## src/rtl/boot_loader_pkg.sv

```systemverilog
// Shared types and helpers for the UART boot loader.
package boot_loader_pkg;
  typedef enum logic [2:0] {IDLE, REGION, LEN_LO, LEN_HI, DATA, CSUM, ERR, DONE} ldr_state_t;

  localparam logic [7:0] SYNC_BYTE = 8'hA5;

  function automatic int clog2_min1(input int n);
    return (n <= 1) ? 1 : $clog2(n);
  endfunction
endpackage

```

## src/rtl/uart_rx_core.sv

```systemverilog
// 8N1 UART receiver: 2-FF synchroniser, start-bit qualification at half bit, mid-bit sampling.
module uart_rx_core #(
  parameter int CLK_FREQ = 100_000_000,
  parameter int BAUD     = 128_000
) (
  input  logic       clk,
  input  logic       rst,
  input  logic       rx,
  output logic [7:0] byte_out,
  output logic       byte_valid,
  output logic       frame_err
);
  localparam int CPB  = CLK_FREQ / BAUD;
  localparam int HALF = CPB / 2;
  localparam int CW   = $clog2(CPB + 1);

  typedef enum logic [1:0] {RX_IDLE, RX_START, RX_DATA, RX_STOP} rx_state_t;

  rx_state_t   state;
  logic [CW-1:0] cnt;
  logic [2:0]  bit_idx;
  logic        rx_m, rx_s, rx_d;
  logic [7:0]  shift_p0;

  assign byte_out = shift_p0;

  always_ff @(posedge clk) begin
    if (rst) begin
      state      <= RX_IDLE;
      cnt        <= '0;
      bit_idx    <= '0;
      byte_valid <= 1'b0;
      frame_err  <= 1'b0;
      rx_m       <= 1'b1;
      rx_s       <= 1'b1;
      rx_d       <= 1'b1;
    end else begin
      rx_m       <= rx;
      rx_s       <= rx_m;
      rx_d       <= rx_s;
      byte_valid <= 1'b0;
      frame_err  <= 1'b0;
      case (state)
        RX_IDLE: begin
          cnt <= '0;
          if (rx_d && !rx_s) state <= RX_START;
        end
        RX_START: begin
          if (cnt == CW'(HALF - 1)) begin
            cnt     <= '0;
            bit_idx <= '0;
            state   <= rx_s ? RX_IDLE : RX_DATA;
          end else cnt <= cnt + CW'(1);
        end
        RX_DATA: begin
          if (cnt == CW'(CPB - 1)) begin
            cnt <= '0;
            if (bit_idx == 3'd7) state <= RX_STOP;
            else bit_idx <= bit_idx + 3'd1;
          end else cnt <= cnt + CW'(1);
        end
        default: begin
          if (cnt == CW'(CPB - 1)) begin
            cnt   <= '0;
            state <= RX_IDLE;
            if (rx_s) byte_valid <= 1'b1;
            else frame_err <= 1'b1;
          end else cnt <= cnt + CW'(1);
        end
      endcase
    end
  end

  // Data bits arrive LSB first, so shift in from the top.
  always_ff @(posedge clk) begin
    if (state == RX_DATA && cnt == CW'(CPB - 1)) shift_p0 <= {rx_s, shift_p0[7:1]};
  end
endmodule

```

## src/rtl/uart_boot_loader.sv

```systemverilog
// Framed multi-region UART image loader: SYNC, REGION, LEN, little-endian words, XOR checksum.
module uart_boot_loader
  import boot_loader_pkg::*;
#(
  parameter int CLK_FREQ    = 100_000_000,
  parameter int BAUD        = 128_000,
  parameter int DATA_W      = 32,
  parameter int ADDR_W      = 14,
  parameter int NUM_REGIONS = 2,
  parameter int TIMEOUT_CYC = 1_000_000
) (
  input  logic                                  clk,
  input  logic                                  rst,
  input  logic                                  rx,
  output logic                                  wr_en,
  output logic [clog2_min1(NUM_REGIONS)-1:0]    wr_region,
  output logic [ADDR_W-1:0]                     addr_out,
  output logic [DATA_W-1:0]                     data_out,
  output logic                                  busy,
  output logic [NUM_REGIONS-1:0]                region_loaded,
  output logic                                  done,
  output logic                                  error
);
  localparam int BPW = DATA_W / 8;
  localparam int RW  = clog2_min1(NUM_REGIONS);
  localparam int BW  = clog2_min1(BPW);
  localparam int TW  = $clog2(TIMEOUT_CYC + 1);
  localparam logic [16:0] DEPTH_L = 17'(2 ** ADDR_W);
  localparam logic [7:0]  NREG_B  = 8'(NUM_REGIONS);

  logic [7:0] byte_out;
  logic       byte_valid, frame_err;

  uart_rx_core #(.CLK_FREQ(CLK_FREQ), .BAUD(BAUD)) u_rx (
    .clk        (clk),
    .rst        (rst),
    .rx         (rx),
    .byte_out   (byte_out),
    .byte_valid (byte_valid),
    .frame_err  (frame_err)
  );

  ldr_state_t         state;
  logic [RW-1:0]      region;
  logic [ADDR_W-1:0]  addr;
  logic [BW-1:0]      byte_idx;
  logic [TW-1:0]      tmo;
  logic [7:0]         len_lo_p0, csum_p0;
  logic [15:0]        len_p0;
  logic [DATA_W-1:0]  word_p0;

  logic [DATA_W+7:0]      word_cat;
  logic [DATA_W-1:0]      word_nxt;
  logic [15:0]            len_nxt;
  logic [NUM_REGIONS-1:0] mask_set;
  logic                   in_frame, last_byte, last_word;

  assign word_cat  = {byte_out, word_p0};
  assign word_nxt  = word_cat[DATA_W+7:8];
  assign len_nxt   = {byte_out, len_lo_p0};
  assign mask_set  = region_loaded | (NUM_REGIONS'(1) << region);
  assign in_frame  = state inside {REGION, LEN_LO, LEN_HI, DATA, CSUM};
  assign last_byte = (byte_idx == BW'(BPW - 1));
  assign last_word = ((17'(addr) + 17'd1) == {1'b0, len_p0});
  assign busy      = in_frame || (state == ERR);

  always_ff @(posedge clk) begin
    if (rst) begin
      state         <= IDLE;
      region        <= '0;
      addr          <= '0;
      byte_idx      <= '0;
      tmo           <= '0;
      wr_en         <= 1'b0;
      wr_region     <= '0;
      addr_out      <= '0;
      data_out      <= '0;
      region_loaded <= '0;
      done          <= 1'b0;
      error         <= 1'b0;
    end else begin
      wr_en <= 1'b0;
      tmo   <= (byte_valid || !in_frame) ? '0 : tmo + TW'(1);
      case (state)
        IDLE: begin
          if (byte_valid && byte_out == SYNC_BYTE) begin
            error <= 1'b0;
            state <= REGION;
          end
        end
        ERR: begin
          error <= 1'b1;
          state <= IDLE;
        end
        DONE: ;
        default: begin
          if (frame_err) state <= ERR;
          else if (byte_valid) begin
            case (state)
              REGION: begin
                if (byte_out >= NREG_B) state <= ERR;
                else begin
                  region <= RW'(byte_out);
                  state  <= LEN_LO;
                end
              end
              LEN_LO: state <= LEN_HI;
              LEN_HI: begin
                addr     <= '0;
                byte_idx <= '0;
                if ({1'b0, len_nxt} > DEPTH_L) state <= ERR;
                else if (len_nxt == 16'd0)     state <= CSUM;
                else                           state <= DATA;
              end
              DATA: begin
                if (last_byte) begin
                  byte_idx  <= '0;
                  wr_en     <= 1'b1;
                  wr_region <= region;
                  addr_out  <= addr;
                  data_out  <= word_nxt;
                  if (last_word) state <= CSUM;
                  else addr <= addr + ADDR_W'(1);
                end else byte_idx <= byte_idx + BW'(1);
              end
              CSUM: begin
                if (byte_out == csum_p0) begin
                  region_loaded <= mask_set;
                  if (&mask_set) begin
                    done  <= 1'b1;
                    state <= DONE;
                  end else state <= IDLE;
                end else state <= ERR;
              end
              default: state <= IDLE;
            endcase
          end else if (tmo == TW'(TIMEOUT_CYC - 1)) state <= ERR;
        end
      endcase
    end
  end

  // Payload datapath: length capture, word assembly and running checksum.
  always_ff @(posedge clk) begin
    if (byte_valid) begin
      case (state)
        LEN_LO: len_lo_p0 <= byte_out;
        LEN_HI: begin
          len_p0  <= len_nxt;
          csum_p0 <= 8'h00;
        end
        DATA: begin
          word_p0 <= word_nxt;
          csum_p0 <= csum_p0 ^ byte_out;
        end
        default: ;
      endcase
    end
  end
endmodule

```

## config.mk

```make
export PLATFORM = sky130hd
export DESIGN_NAME = uart_boot_loader
export DESIGN_NICKNAME = d
export VERILOG_FILES = /design/src/rtl/boot_loader_pkg.sv /design/src/rtl/uart_rx_core.sv /design/src/rtl/uart_boot_loader.sv
export SDC_FILE = /design/constraint.sdc
export NUM_CORES = 1
export LEC_CHECK = 0
export CAP_MARGIN = 30
export CORE_MARGIN = 2
export CORE_UTILIZATION = 58
export CTS_CLUSTER_SIZE = 10
export DETAILED_ROUTE_END_ITERATION = 16
export HOLD_SLACK_MARGIN = 0.06
export PLACE_DENSITY = 0.8
export SLEW_MARGIN = 10
export SYNTH_ARGS = -nofsm -noshare
export SYNTH_HDL_FRONTEND = slang
export SYNTH_SLANG_ARGS = --single-unit
```

## constraint.sdc

```tcl
create_clock -name clk -period 4 [get_ports clk]
set_clock_uncertainty 0.2 [all_clocks]
set_input_delay 0.8 -clock clk [delete_from_list [all_inputs] [get_ports clk]]
set_output_delay 0.8 -clock clk [all_outputs]
set_load 0.02 [all_outputs]
```

==> metrics.csv, run 1 <==
metric;value;unit
status;complete, no violations;
crit_path_end_kind;register;
cp_top_family;compound AO/OA/AOI/OAI gates;
dp_hpwl;10.9;mm
crit_path_max_fanout;9;
grt_pass1_vias;5424;
synthTopCellsByArea;dfxtp_1 (30%), edfxtp_1 (26%), nand2_1 (6.5%), nor2_1 (4.3%), a21oi_1 (4.2%);
hold_viol;0;
critPathBufInv;0;
gp_congestion;0.916;
yosysMostFrequentCell;nand2_1;
start_util;0.591;
numCtsBuffers;17;
synth_fa_ha_area_frac;0.0135;
synth-edff-count;64;
crit_slowest_cell;a2111oi_0;
drt-initial-drc-count;396;
clockBufferDepth;2;
p_leak;2.90;nW
grt_antenna_before_repair;0;
synth_cell_types;68;
syn_nets;763;
setup_ws;0.722;ns
synth_compound_area_frac;0.117;
min_path_type;register to register;
via_count;5666;
fmax;305;MHz
cts_sinks;176;
syn2layout_area_growth;17.2;%
maxSlewViolCount;0;
final_core_util;0.693;
fin_nets;808;
dieWidth;117;µm
arrival;3.40;ns
clock_tree.root_cell;clkbuf_16;
core.rowCount;41;
syn_avg_cell_area;9.88;µm²
cts_resized;0;
start_kind;register;
yosysSeqAreaShare;0.560;
wire_per_inst;16.4;µm
yosys_warnings;0;
slew_headroom;0.487;
grt_pass1_wl;26.2;mm
rsz0062_at_grt;false;
firstDrtPassIters;5;
ant_nets;0;
setup_viol;0;
fin_crit_sh;0.819;
pwr_density_cell;452;nW/µm²
overflow;0;
pre_cts_ws;0.824;ns
power.total;3.93;mW
synth_xor_area_frac;0.0672;
drc;0;
fp.dieH;117;µm
dpl_cell_area;8120;µm²
whs;0.212;ns
avgViaCountPerCell;5.77;
finalSetupTns;0;ns
ys.flop_type;dfxtp_1;
period_needed;3.28;ns
coreArea;12600;µm²
final_area;8710;µm²
netlist_area;7430;µm²
synth-seq-cells;176;
die_area;13700;µm²
cts_tree;done;
stdcell_count;982;
ios;56;
max_cap_viol_count;0;
grt_max_degree;49;
cp.required;4.12;ns
crit_type;register to register;
path_cells;ha_1, xor2_1, or3_1, a2111oi_0, and4b_1, a31oi_2, o21ai_2, a2bb2o_1;
netlist_instances;752;
synth_simple_gate_area_frac;0.205;
synth_common_cells;nand2_1 (128), dfxtp_1 (112), nor2_1 (85);
postCtsSetupBuffers;0;
synth_largest_area_cell;dfxtp_1;
routed_wl;16.1;mm
grt_use_total;0.250;
clkSlewWorstSetupHoldPaths;0.06;ns
port_buffers;55;
worst_path_largest_cell_delay;0.47;ns
ys_async_sr_fraction;0;
cts_hold_buf;0;
synth_top_area_frac;0.302;
worst_pin_slew;0.766;ns
htree_levels;4;
synth_top_family_by_area;simple AND/OR/NAND/NOR gates;
synth_mux_area_frac;0.00674;
peakVddDrop;0.327;mV
clk_latency;0.44;ns
place_inst;949;
drive_above_1_share;0.0667;
antenna_cells;0;
worst register-to-register path, delay by kind of cell, from the launching register on:
kind,cells,cell delay [ns]
AO/OA/AOI/OAI,4,1.32
AND/OR/NAND/NOR,2,0.71
flip-flops,1,0.46
adder cells (fa/ha/maj),1,0.30
XOR/XNOR,1,0.17
final timing paths:
check	to	from	slack (ns)	cells after the start
setup / recovery	addr[1]	addr[0]	0.72	8
hold / removal	u_rx.rx_s	u_rx.rx_m	0.21	1
setup reg to reg	addr[1]	addr[0]	0.72	8
hold reg to reg	u_rx.rx_s	u_rx.rx_m	0.21	1
report_power, final:
part / total (mW) / leakage [nW] / internal, mW / switching, mW
sequential: 1.93 / 1.48 / 1.87 / 0.0580
combinational: 0.364 / 1.14 / 0.130 / 0.234
clock: 1.64 / 0.277 / 0.941 / 0.698
total: 3.93 / 2.90 / 2.94 / 0.990
metal layers:
layer	wire length, µm	vias up	track usage
li1	-	2726	-
met1	6810	2740	0.315
met2	8170	167	0.423
met3	773	33	0.0551
met4	337	0	0.0980
met5	0	-	0
registers in the layout (all words and copies together) (netlist names), 2 cells and up:
register       flops
tmo               20
state              3
len_p0            16
word_p0           24
data_out          32
u_rx.bit_idx       3
u_rx.cnt          10
byte_idx           2
addr_out          14
addr              14
u_rx.state         2
region_loaded      2
csum_p0            8
len_lo_p0          8
u_rx.byte_out      8
cell families after synthesis:
kind of cell / count (synthesis)
AO/OA/AOI/OAI: 132
XOR/XNOR: 52
adder cells (fa/ha/maj): 8
buffers and inverters: 56
flip-flops: 176
multiplexers: 5
AND/OR/NAND/NOR: 323
cells in the final DEF, fill, tap and decap left out, drive strengths merged, types with 8 or more instances in the layout:
cell	synthesis	final
a21oi	63	63
and3	8	8
buf	9	10
clkbuf	29	23
clkdlybuf4s50	0	54
dfxtp	112	112
edfxtp	64	64
ha	8	8
inv	18	22
nand2	129	129
nand3	17	17
nand4	13	13
nor2	85	85
nor3	14	14
o21ai	12	12
or3	9	9
xnor2	30	30
xor2	19	19
final cells by class:
type | instances | area, µm²
flip-flops and latches | 176 | 4160
multi-input cells | 520 | 3050
well taps | 172 | 215
clock inverters | 9 | 95.1
repair buffers | 64 | 628
inverters | 18 | 67.6
fillers | 929 | 3860
clock buffers | 23 | 490
(Power assumes the default switching activity.)
==> run 2, diff against run 1 <==
--- a/config.mk
+++ b/config.mk
@@ -7,11 +7,11 @@
 export LEC_CHECK = 0
 export CAP_MARGIN = 30
 export CORE_MARGIN = 2
-export CORE_UTILIZATION = 58
+export CORE_UTILIZATION = 53
 export CTS_CLUSTER_SIZE = 10
 export DETAILED_ROUTE_END_ITERATION = 16
 export HOLD_SLACK_MARGIN = 0.06
-export PLACE_DENSITY = 0.8
+export PLACE_DENSITY = 0.77
 export SLEW_MARGIN = 10
 export SYNTH_ARGS = -nofsm -noshare
 export SYNTH_HDL_FRONTEND = slang
==> constraint.sdc (replaced) <==
create_clock -name clk -period 2.7 [get_ports clk]
set_clock_uncertainty 0.2 [all_clocks]
set_input_delay 0.54 -clock clk [delete_from_list [all_inputs] [get_ports clk]]
set_output_delay 0.54 -clock clk [all_outputs]
set_load 0.02 [all_outputs]
==> run 2 against run 1 <==
The run now ends with negative setup slack left. Routed wire length grew 1.9%. Critical path depth unchanged. Clock power increased by 40%. Critical endpoint is now state[2].
==> metrics.csv, run 2 (synthesis gave the netlist of run 1 again) <==
metric;value;unit
status;complete, but fails checks;
violations;negative setup slack;
dieWidth;122;µm
switching_share;0.254;
crit_path_end_kind;register;
slew_headroom;0.533;
period_needed;2.72;ns
drive_above_1_share;0.131;
cts_sinks;176;
layout_common_cells;nand2_1 (128), dfxtp_1 (107), nor2_1 (84), edfxtp_1 (64), a21oi_1 (62);
hold_end;u_rx.rx_s;
crit_type;register to register;
cp.required;2.80;ns
ios;56;
min_path_cells;1;
p_leak;3.09;nW
clk_latency;0.42;ns
netSwitchingPower;1.46;mW
ant_nets;0;
max_cap_viol_count;0;
p_int;4.29;mW
setup_viol;2;
wire_per_inst;15.9;µm
clock_tree.root_cell;clkbuf_16;
rrSetupSlack;-0.02;ns
gp_congestion;0.941;
fill_cells;1091;
p_seq_frac;0.493;
overflow;0;
min_path_type;register to register;
fin_nets;849;
rsz0062_at_grt;true;
firstDrtPassIters;5;
routed_wl;16.4;mm
grt_pass1_vias;5631;
power.total;5.75;mW
coreArea;13800;µm²
p_clk_frac;0.398;
die_area;15000;µm²
dp_hpwl;11.4;mm
pwr-share-comb;0.109;
reg2regPathDepth;8;
largest_register_ffs;32;
avgViaCountPerCell;5.57;
syn2layout_area_growth;21.8;%
crit_path_max_fanout;3;
drc;0;
fin_crit_sh;1.01;
final_common_cell;nand2_1;
antenna_cells;0;
worst_pin_slew;0.691;ns
start_util;0.540;
cts_hold_buf;0;
htree_levels;4;
r2r_start;addr[0];
regMostFlops;data_out;
grt_use_total;0.232;
cts_tree;done;
grt_pass1_wl;27.0;mm
fmax;367;MHz
hold_viol;0;
min_from;u_rx.rx_m;
numCtsBuffers;17;
clockBufferDepth;2;
pwr_density_cell;635;nW/µm²
clkSlewWorstSetupHoldPaths;0.07;ns
arrival;2.82;ns
grt_max_degree;49;
final_core_util;0.657;
port_buffers;55;
worstReg2RegEnd;state[2];
fp.dieH;122;µm
core.rowCount;43;
start_kind;register;
peakVddDrop;0.621;mV
maxSlewViolCount;0;
grt_antenna_before_repair;0;
via_count;5739;
setup_ws;-0.0225;ns
reg_top3;data_out: 32 flops, word_p0: 24 flops, tmo: 20 flops;
drt-initial-drc-count;399;
==> run 2: area by class of cell <==
type,instances,area (µm²),share of cell area
Clock buffer,19,433,0.0478
Clock inverter,12,111,0.0123
Inverter,18,67.6,0.00746
Multi-Input combinational cell,520,3120,0.345
Sequential cell,176,4170,0.461
Tap cell,180,225,0.0249
Timing Repair Buffer,105,923,0.102
==> run 2: per-stage QoR <==
stage               setup TNS, ns  cell area (µm²)  setup slack [ns]  hold slack, ns  std cells
floorplan                       0             7440            0.0179           0.189        752
global route               -0.588             9050            -0.106           0.253       1030
global placement          -0.0672             8410           -0.0645           0.193        996
finish                    -0.0302             9050           -0.0225           0.230       1030
detailed placement         -0.261             8410            -0.116           0.218        996
CTS                       -0.0250             9000           -0.0250           0.233       1028
==> run 2: per-layer routing <==
layer / vias to the layer above / routed length (µm) / GRT usage
met5: - / 0 / 0
met4: 0 / 276 / 0.0855
met3: 26 / 661 / 0.0479
met2: 146 / 8230 / 0.398
met1: 2767 / 7230 / 0.289
li1: 2800 / - / -
==> run 2: power groups by stage <==
stage | sequential (mW) | clock, mW | combinational, mW
2_1_floorplan | 2.86 | 0 | 0.452
3_3_place_gp | 2.89 | 0 | 0.580
3_5_place_dp | 2.89 | 0 | 0.597
4_1_cts | 2.83 | 2.32 | 0.592
5_1_grt | 2.84 | 2.42 | 0.690
6_report | 2.83 | 2.29 | 0.626
==> run 2: critical path: stages, from the launching register on <==
cell and delay (ns):
dfxtp_2 0.34, ha_4 0.24, xor2_1 0.15, or3_4 0.37, a2111oi_4 0.22, and4b_2 0.32
nand4_1 0.11, a21o_1 0.22, o41a_1 0.42
==> run 2: timing repair <==
| action | CTS | global route |
|---|---|---|
| pin swaps | 4 | 2 |
| buffers inserted | 1 | 2 |
| setup endpoints to repair | 10 | 15 |
| resized for setup | 8 | 9 |
==> run 2: how the worst max path moves through the flow <==
| stage | slack, ns | cells after the start | endpoint | from |
|---|---|---|---|---|
| 2_1_floorplan | 0.02 | 8 | state[2] | addr[0] |
| 3_3_place_gp | -0.06 | 8 | state[2] | addr[0] |
| 3_5_place_dp | -0.12 | 8 | state[2] | addr[0] |
| 4_1_cts | -0.03 | 8 | state[2] | addr[0] |
| 5_1_grt | -0.11 | 8 | state[2] | addr[0] |
| 6_report | -0.02 | 8 | state[2] | addr[0] |
==> run 3, diff against run 2 <==
==> constraint.sdc (replaced) <==
create_clock -name clk -period 2.7 [get_ports clk]
set_clock_uncertainty 0.2 [all_clocks]
set_input_delay 0.81 -clock clk [delete_from_list [all_inputs] [get_ports clk]]
set_output_delay 0.81 -clock clk [all_outputs]
set_load 0.02 [all_outputs]
==> run 3 against run 2 <==
The run still ends with negative setup slack left. Fmax is 0.19% higher. Cell count is 0.97% higher. Critical path type unchanged. Sequential cell count stayed put. Cell area is 2.5% higher. Sequential power hardly changed. Global-route usage is 0.56 points higher. Register-to-register slack hardly changed. Clock power is 16% higher. Largest cell class unchanged. Combinational power is 8.8% higher.
==> metrics.csv, run 3 (synthesis gave the netlist of run 1 again) <==
metric;value;unit
status;complete, but fails checks;
violations;negative setup slack;
port_buffers;55;
fin_crit_sh;1.01;
clkSlewWorstSetupHoldPaths;0.07;ns
crit_path_end_kind;register;
worst_pin_slew;0.630;ns
reg_top3;data_out: 32 flops, word_p0: 24 flops, tmo: 20 flops;
syn2layout_area_growth;24.9;%
min_path_cells;1;
cts_hold_buf;0;
grt_max_degree;49;
drc;0;
netSwitchingPower;1.54;mW
min_from;u_rx.rx_m;
ios;56;
p_leak;3.19;nW
firstDrtPassIters;5;
cts_tree;done;
worstReg2RegEnd;state[2];
power.total;6.15;mW
p_clk_frac;0.432;
largest_register_ffs;32;
setup_viol;2;
path_cells;ha_4, xor2_1, or3_4, a2111oi_4, and4b_2, nand4_1, a21o_1, o41a_1;
grt_use_total;0.237;
crit_slowest_cell;o41a_1;
crit_type;register to register;
die_area;15000;µm²
hold_viol;0;
clockBufferDepth;2;
p_int;4.61;mW
gp_congestion;0.902;
dieWidth;122;µm
final_common_cell;nand2_1;
switching_share;0.250;
antenna_cells;0;
peakVddDrop;0.562;mV
arrival;2.83;ns
slew_headroom;0.574;
coreArea;13800;µm²
wire_per_inst;16.4;µm
fill_cells;1081;
grt_antenna_before_repair;0;
clk_latency;0.43;ns
routed_wl;17.1;mm
avgViaCountPerCell;5.66;
worst-path-stages;8;
max_cap_viol_count;0;
hold_end;u_rx.rx_s;
reg2regPathDepth;8;
rsz0062_at_grt;true;
multi_input_area;3160;µm²
pwr-share-comb;0.111;
worst_path_largest_cell_delay;0.42;ns
drt-initial-drc-count;410;
rrSetupSlack;-0.02;ns
area.sequential;4170;µm²
fp.dieH;122;µm
clock_tree.root_cell;clkbuf_16;
core.rowCount;43;
p_seq_frac;0.457;
start_util;0.540;
dp_hpwl;11.7;mm
overflow;0;
fin_nets;858;
fmax;368;MHz
crit_path_max_fanout;3;
pwr_density_cell;663;nW/µm²
htree_levels;4;
regMostFlops;data_out;
maxSlewViolCount;0;
start_kind;register;
period_needed;2.72;ns
min_path_type;register to register;
critPathBufInv;0;
via_count;5891;
r2r_start;addr[0];
cts_sinks;176;
cp.required;2.81;ns
cp_top_family;compound AO/OA/AOI/OAI gates;
ant_nets;0;
grt_pass1_wl;27.7;mm
layout_common_cells;nand2_1 (128), dfxtp_1 (107), nor2_1 (83), edfxtp_1 (64), a21oi_1 (63);
finalSetupTns;-0.0222;ns
setup_ws;-0.0175;ns
numCtsBuffers;17;
drive_above_1_share;0.151;
grt_pass1_vias;5763;
==> run 3: stage by stage <==
stage | std cells | hold WS [ns] | utilization | instance area [µm²] | setup WS [ns]
after global placement | 1001 | 0.192 | 0.613 | 8450 | -0.0649
after detailed placement | 1001 | 0.197 | 0.613 | 8450 | -0.0998
after CTS | 1037 | 0.216 | 0.666 | 9170 | 0.00368
final | 1040 | 0.214 | 0.674 | 9280 | -0.0175
after floorplan | 752 | 0.189 | - | 7440 | 0.0179
after global routing | 1040 | 0.231 | 0.674 | 9280 | -0.120
==> run 3: metal layers <==
layer | vias to the layer above | GRT usage | share of wire
met2 | 185 | 0.395 | 0.49
met1 | 2836 | 0.300 | 0.43
met5 | - | 0 | 0
met3 | 46 | 0.0539 | 0.050
met4 | 0 | 0.0948 | 0.027
li1 | 2824 | - | -
==> run 3: worst max-delay path by stage <==
stage	from	to	slack [ns]
4_1_cts	addr[0]	state[2]	0.004
3_5_place_dp	addr[0]	state[2]	-0.1
5_1_grt	addr[0]	state[2]	-0.12
6_report	addr[0]	state[2]	-0.02
2_1_floorplan	addr[0]	state[2]	0.02
3_3_place_gp	addr[0]	state[2]	-0.06
==> run 3: repair_timing <==
| item | CTS | global route |
|---|---|---|
| gates resized for setup | 10 | 17 |
| setup endpoints to repair | 11 | 11 |
| buffers inserted | 4 | 3 |
| pin swaps | 6 | 8 |
==> run 3: cell type report <==
type | instances | share of cell area
clock buffer | 19 | 0.0500
clock inverter | 13 | 0.0204
inverter | 18 | 0.00728
multi-input combinational | 520 | 0.341
sequential | 176 | 0.450
tap | 180 | 0.0243
timing repair buffer | 114 | 0.107
==> run 3: power by group through the flow <==
stage	clock, mW	sequential (mW)	combinational [mW]
2_1_floorplan	0	2.86	0.452
3_3_place_gp	0	2.86	0.645
3_5_place_dp	0	2.87	0.648
4_1_cts	2.70	2.81	0.666
5_1_grt	2.81	2.81	0.745
6_report	2.66	2.81	0.681
==> run 3: worst reg2reg max path: stages, from the launching register on <==
cell       delay (ns)
dfxtp_4          0.36
ha_4             0.24
xor2_1           0.15
or3_4            0.37
a2111oi_4        0.21
and4b_2          0.32
nand4_1          0.12
a21o_1           0.22
o41a_1           0.42
